`config.mk`:
```
export PLATFORM = sky130hd
export DESIGN_NAME = s2p_deser
export DESIGN_NICKNAME = d
export VERILOG_FILES = /design/src/rtl/s2p_deser.sv
export SDC_FILE = /design/constraint.sdc
export NUM_CORES = 1
export LEC_CHECK = 0
export BUFFER_PORTS_ARGS = -buffer_cell sky130_fd_sc_hd__buf_2
export CORE_MARGIN = 8
export CORE_UTILIZATION = 45
export CTS_BUF_LIST = sky130_fd_sc_hd__clkbuf_2
export CTS_CLUSTER_DIAMETER = 30
export DETAILED_ROUTE_END_ITERATION = 16
export HOLD_SLACK_MARGIN = 0.03
export PLACE_DENSITY_LB_ADDON = 0.2
export SYNTH_ARGS = -nofsm -noshare
export SYNTH_HDL_FRONTEND = slang
export SYNTH_SLANG_ARGS = --single-unit
```
`constraint.sdc`:
```
create_clock -name clk -period 4.12 [get_ports clk]
set_clock_uncertainty 0.2 [all_clocks]
set_input_delay 1.236 -clock clk [delete_from_list [all_inputs] [get_ports clk]]
set_output_delay 1.236 -clock clk [all_outputs]
set_load 0.01 [all_outputs]
```
`src/rtl/s2p_deser.sv`:
```
// Serial-to-parallel deserializer: LSB-first 1-bit stream into N-bit words, buffered in a DEPTH-entry FIFO.
// Latency: the word's final accepted bit at edge k makes it visible on par_data/par_valid right after edge k.
// Backpressure: serial bits 0..N-2 always accepted; the final bit is held off only while the FIFO is full (registered decision).
module s2p_deser #(
  parameter int N     = 8,
  parameter int DEPTH = 4
) (
  input  logic                         clk,
  input  logic                         rstn,
  input  logic                         clr,
  input  logic                         ser_data,
  input  logic                         ser_valid,
  output logic                         ser_ready,
  output logic [N-1:0]                 par_data,
  output logic                         par_valid,
  input  logic                         par_ready,
  output logic [$clog2(DEPTH+1)-1:0]   level,
  output logic                         busy
);

  localparam int CW = $clog2(N);
  localparam int PW = $clog2(DEPTH);
  localparam int LW = $clog2(DEPTH+1);

  logic [CW-1:0] bit_cnt;
  logic [N-1:0]  shreg;
  logic [N-1:0]  mem [DEPTH];
  logic [PW-1:0] wr_ptr;
  logic [PW-1:0] rd_ptr;

  logic          last_bit;
  logic          bit_acc;
  logic          push;
  logic          pop;
  logic [N-1:0]  word_nxt;

  // The final bit of a word is only refused when there is no room to push it;
  // using registered level keeps par_ready out of the ser_ready path.
  assign last_bit  = (bit_cnt == CW'(N-1));
  assign ser_ready = !((level == LW'(DEPTH)) && last_bit);
  assign bit_acc   = ser_valid && ser_ready;
  assign push      = bit_acc && last_bit;
  assign par_valid = (level != '0);
  assign pop       = par_valid && par_ready;
  assign word_nxt  = {ser_data, shreg[N-1:1]};
  assign par_data  = mem[rd_ptr];
  assign busy      = (bit_cnt != '0);

  // Shift in accepted bits and track position within the current word.
  always_ff @(posedge clk or negedge rstn) begin
    if (!rstn) begin
      bit_cnt <= '0;
      shreg   <= '0;
    end else if (clr) begin
      bit_cnt <= '0;
    end else if (bit_acc) begin
      shreg   <= word_nxt;
      bit_cnt <= last_bit ? '0 : bit_cnt + CW'(1);
    end
  end

  // Word FIFO: write completed words, advance read side on consumer handshake.
  always_ff @(posedge clk or negedge rstn) begin
    if (!rstn) begin
      wr_ptr <= '0;
      rd_ptr <= '0;
      level  <= '0;
      for (int i = 0; i < DEPTH; i++) mem[i] <= '0;
    end else if (clr) begin
      wr_ptr <= '0;
      rd_ptr <= '0;
      level  <= '0;
    end else begin
      if (push) begin
        mem[wr_ptr] <= word_nxt;
        wr_ptr      <= wr_ptr + PW'(1);
      end
      if (pop) rd_ptr <= rd_ptr + PW'(1);
      if (push && !pop)      level <= level + LW'(1);
      else if (pop && !push) level <= level - LW'(1);
    end
  end

endmodule

```
==> impl_metrics.csv, run 1 <==
group,metric,value,unit
floorplan,io_pins,20,
clock_tree,h-tree-depth,2,
sta,fin_crit,3440,ps
critical_path,cpPeakStageDelay,830,ps
critical_path,slowest_stage,"dfrtp_1",
yosys,synthesis.nets,175,
yosys,synth_area,0.00248,mm2
hold_path,min_path_type,"register to register",
clock_tree,clock-sinks,49,
yosys,yosysTopAreaCellShare,0.494,
routing,drt_iter0_drc,52,
routing,ant_nets,0,
power,total_power,0.977,mW
power,powerDensity,360,mW/mm2
yosys,yosysSeqAreaShare,0.494,
cells_and_area,ff_latch_area,0.00123,mm2
routing,routed_wl,4.51,mm
global_route,grt_pass1_wl,7.76,mm
clock_tree,cts.clk_slew.worst_paths,230,ps
critical_path,cp_cell_sequence,"mux4_2, buf_2",
critical_path,cp_num_buf_inv,1,
routing,drc,0,
global_route,antenna_found_initial,0,
clock_tree,ctsHoldBuffers,0,
cells_and_area,fillers,467,
yosys,synth_compound_area_frac,0.0136,
power,irDropWorstVdd,179,uV
placed_design,place_inst,248,
placed_design,dpl.hpwl,3.09,mm
critical_path,end_kind,"output port",
clock_tree,cts_tree,"yes",
floorplan,die-area,0.00815,mm2
routing,dr.pass1.iters,2,
floorplan,die_h,90.3,um
yosys,ys_warn_count,0,
routing,vias_per_cell,5.28,
critical_path,crit_family,"flip-flops",
cells_and_area,final_core_util,0.503,
global_route,grt-ovfl-total,0,
yosys,syn_area_per_cell,15.4,um2
yosys,synth-edff-count,0,
sta,slew_violations,0,
sta,worst_pin_slew,1070,ps
cells_and_area,stdcell_count,255,
floorplan,core,0.00541,mm2
critical_path,critPathLaunchType,"register",
global_route,track_usage,0.119,
cells_and_area,multi_input_area,0.00121,mm2
power,leakagePower,1.36,nW
critical_path,worst-endpoint-required,2680,ps
status,status,"finished clean",
floorplan,core.rowCount,27,
yosys,synth_fa_ha_area_frac,0.0433,
placed_design,gp_congestion,0.687,
yosys,ys_seq_elements,49,
critical_path,critPathKind,"register to output port",
cells_and_area,fin_area,0.00272,mm2
sta,setup_viol,0,
global_route,grt_max_degree,50,
yosys,synthSimpleGateAreaFrac,0.0992,
floorplan,die_width,90.3,um
clock_tree,cts_resized,0,
clock_tree,clk_latency,410,ps
yosys,synth_largest_area_cell,"dfrtp_1",
job,maxCapViolCount,0,
clock_tree,cts_inserted_buffers,5,
yosys,async_reset_ff_frac,1.00,
yosys,ys_top_cells_by_area,"dfrtp_1, mux2_4, mux4_2",
placed_design,dpl_cell_area,0.00266,mm2
routing,num_vias,1347,
sta,min_period_over_period,0.834,
sta,slew-limit-headroom,0.284,
clock_tree,cts_root_buffer,"clkbuf_2",
global_route,grt_pass1_vias,1518,
yosys,synth-main-ff-cell,"dfrtp_1",
clock_tree,postCtsSetupBuffers,0,
routing,wl_per_cell,17.7,um
sta,hold_violations,0,
placed_design,numPortBuffers,19,
cells_and_area,diodes,0,
yosys,synth_top_family_by_area,"multiplexers",
sta,rsz0062_at_grt,"no",
clock_tree,clockBufferDepth,2,
critical_path,worstPathMaxFanout,10,
floorplan,start_util,0.459,
yosys,synthXorXnorAreaFrac,0.0141,
cells_and_area,final_layout_size_suffix_gt1_frac,0.404,
yosys,synth.area.mux_share,0.315,
cells_and_area,nets,197,
sta,tns,0,ps
sta,max_freq,0.291,GHz
yosys,yosysUniqueCellTypes,33,
cells_and_area,area_growth,9.37,%
critical_path,crit_arrival,2000,ps
yosys,synth_cells,161,
-- through the flow --
stage / setup WS (ps) / hold WS, ps
after floorplan: 1100 / 276
after global placement: 970 / 287
after detailed placement: 856 / 289
after CTS: 639 / 340
after global routing: 516 / 361
final: 683 / 337
-- kinds of logic after synthesis --
| family | count (synthesis) |
|---|---|
| xor+xnor | 4 |
| buf+inv | 11 |
| compound gates | 5 |
| simple gates | 33 |
| flops | 49 |
| fa+ha+maj | 8 |
| mux | 51 |
-- final timing paths --
check                           start           to  slack (ps)  cells past startpoint
setup / recovery            rd_ptr[0]  par_data[6]         680                      2
hold / removal                mem[11]      mem[11]         340                      1
setup reg to reg           bit_cnt[0]     level[2]        1490                      8
hold reg to reg               mem[11]      mem[11]         340                      1
max in group asynchronous        rstn      mem[19]        2290                      1
min in group asynchronous        rstn       mem[0]         750                      1
-- area by class of cell --
class | instances | area share
multi-input combinational | 101 | 0.447
tap | 72 | 0.0332
sequential | 49 | 0.451
clock buffer | 5 | 0.00921
inverter | 6 | 0.00829
timing repair buffer | 20 | 0.0378
clock inverter | 2 | 0.0129
-- layer usage --
metal,share of wire,up-vias,GRT usage
met5,0,-,0
met4,0.012,0,0.0472
met3,0.033,5,0.0374
met2,0.50,20,0.190
met1,0.45,707,0.147
li1,-,615,-
-- state kept, by name, summed over array words and instances, names as in the netlist --
name / count
bit_cnt: 3
shreg: 7
wr_ptr: 2
level: 3
mem: 32
rd_ptr: 2
-- synth_stat cells, types with 2 or more instances --
cell / n
dfrtp_1: 49
mux2_4: 32
mux2_1: 10
nor2_1: 10
mux4_2: 8
ha_1: 7
inv_1: 6
nand2_1: 5
nand2_8: 4
a21oi_1: 3
xnor2_1: 3
buf_2: 2
nand3_1: 2
-- layout by cell type (no fill, tap or decap), types with 2 or more instances in the layout --
cell type  Yosys  layout
ha_1           7       7
nand2_1        5       5
nand3_1        2       2
nand2_8        4       4
mux2_4        32      32
a21oi_1        3       3
nor2_1        10      10
buf_2          2      19
dfrtp_1       49      49
mux2_1        10      10
inv_1          6       6
mux4_2         8       8
xnor2_1        3       3
clkbuf_2       0       5
-- power breakdown --
part / total (mW) / leakage, nW / internal, mW / switching, mW
logic: 0.137 / 0.655 / 0.0748 / 0.0622
clock network: 0.246 / 0.0388 / 0.0985 / 0.148
registers: 0.594 / 0.668 / 0.518 / 0.0759
total: 0.977 / 1.36 / 0.692 / 0.286
Note: power is estimated with default switching activity, not from simulation.
==> run 2, diff against run 1 <==
==> constraint.sdc (replaced) <==
create_clock -name clk -period 3.05 [get_ports clk]
set_clock_uncertainty 0.2 [all_clocks]
set_input_delay 0.915 -clock clk [delete_from_list [all_inputs] [get_ports clk]]
set_output_delay 0.915 -clock clk [all_outputs]
set_load 0.01 [all_outputs]
==> run 2 against run 1 <==
Compared with the run above: critical path type unchanged; clock power is essentially flat; non-clock buffer count up 2; routed wire length shrank 0.31%; cell count up 0.78%; combinational power grew 55%; core utilization shrank 0.16 points.
==> impl_metrics.csv, run 2 (synthesized netlist as in run 1, its figures left out) <==
group,metric,value,unit
status,status,"finished clean",
global_route,grt_pass1_wl,7.62,mm
floorplan,core.rowCount,27,
clock_tree,clockBufferDepth,2,
critical_path,cp_num_buf_inv,2,
sta,min_period_over_period,0.940,
critical_path,cp_cell_sequence,"buf_4, mux4_2, buf_2",
cells_and_area,final_core_util,0.501,
power,total_power,1.24,mW
cells_and_area,diodes,0,
routing,ant_nets,0,
clock_tree,postCtsSetupBuffers,0,
cells_and_area,fin_area,0.00271,mm2
routing,wl_per_cell,17.5,um
hold_path,min_to,"mem[12]",
cells_and_area,largest_reg_flops,32,
sta,slew_violations,0,
critical_path,reg2reg_depth,8,
cells_and_area,stdcell_count,257,
sta,slew-limit-headroom,0.581,
cells_and_area,largest-register,"mem",
placed_design,numPortBuffers,19,
placed_design,gp_congestion,0.699,
sta,fin_crit,2870,ps
sta,worst_pin_slew,628,ps
global_route,antenna_found_initial,0,
job,maxCapViolCount,0,
power,powerDensity,458,mW/mm2
floorplan,io_pins,20,
critical_path,worst-endpoint-required,1930,ps
critical_path,reg2reg_slack,370,ps
critical_path,critPathLaunchType,"register",
critical_path,crit_arrival,1750,ps
cells_and_area,final_common_cell,"dfrtp_1",
cells_and_area,most-common-layout-cells,"dfrtp_1, mux2_4, buf_2",
cells_and_area,nets,199,
clock_tree,cts_tree,"yes",
clock_tree,cts_inserted_buffers,5,
routing,drt_iter0_drc,61,
placed_design,place_inst,250,
critical_path,r2r_end,"level[2]",
critical_path,worstPathMaxFanout,8,
clock_tree,clk_latency,410,ps
routing,wl_met3,123,um
routing,dr.pass1.iters,4,
cells_and_area,reg_top3,"mem (32), shreg (7)",
sta,max_freq,0.349,GHz
routing,vias_per_cell,5.23,
power,irDropWorstVdd,258,uV
routing,num_vias,1344,
power,leakagePower,1.36,nW
hold_path,hold_start,"mem[12]",
critical_path,crit_family,"multiplexers",
critical_path,cpPeakStageDelay,530,ps
sta,setup_viol,0,
hold_path,min_path_type,"register to register",
routing,wl_met2,2.26,mm
critical_path,path_depth,3,
clock_tree,cts_root_buffer,"clkbuf_2",
critical_path,slowest_stage,"mux4_2",
critical_path,end_kind,"output port",
global_route,grt-ovfl-total,0,
routing,drc,0,
clock_tree,h-tree-depth,2,
global_route,grt_pass1_vias,1475,
global_route,grt_max_degree,50,
floorplan,core,0.00541,mm2
cells_and_area,area_growth,9.02,%
critical_path,critPathKind,"register to output port",
routing,routed_wl,4.50,mm
clock_tree,ctsHoldBuffers,0,
sta,rsz0062_at_grt,"no",
clock_tree,cts.clk_slew.worst_paths,240,ps
floorplan,die_h,90.3,um
routing,met1_length,2.07,mm
clock_tree,clock-sinks,49,
floorplan,start_util,0.459,
placed_design,dpl.hpwl,3.05,mm
global_route,track_usage,0.116,
routing,top_layer,"met4",
floorplan,die_width,90.3,um
floorplan,die-area,0.00815,mm2
sta,tns,0,ps
cells_and_area,final_layout_size_suffix_gt1_frac,0.405,
critical_path,rr_startpoint,"bit_cnt[0]",
hold_path,hold_depth,1,
placed_design,dpl_cell_area,0.00267,mm2
sta,hold_violations,0,
clock_tree,cts_resized,0,
## run 2: cell types whose count changed in the layout (fill, tap and decap cells not counted), sizes merged
cell,delta
bufinv,-1
clkinvlp,+1
buf,+2
## run 2: final cells by class
type	count	area, um2
clock inverter	2	11.3
tap	72	90.1
timing repair buffer	22	118
inverter	6	22.5
clock buffer	5	25.0
multi-input combinational	101	1210
sequential	49	1230
fill	476	2700
## run 2: where the power goes
part	total, mW	switching (mW)	internal, mW
sequential	0.781	0.0804	0.701
clock	0.246	0.197	0.0493
combinational	0.212	0.106	0.106
## run 2: routing by layer
| metal | global-route usage | vias up |
|---|---|---|
| met5 | 0 | - |
| met4 | 0.0250 | 0 |
| met3 | 0.0308 | 6 |
| met2 | 0.194 | 22 |
| met1 | 0.146 | 695 |
| li1 | - | 621 |
## run 2: worst max-delay path by stage
stage               startpoint     endpoint
floorplan            par_ready     level[2]
global placement     par_ready     level[2]
detailed placement   par_ready     level[2]
CTS                  rd_ptr[0]  par_data[6]
global route         rd_ptr[0]  par_data[6]
finish               rd_ptr[0]  par_data[6]
## run 2: through the flow
stage / hold slack, ps / setup slack [ps]
after floorplan: 276 / 349
after global placement: 287 / 222
after detailed placement: 289 / 109
after CTS: 344 / 137
after global routing: 348 / 30.1
final: 340 / 182
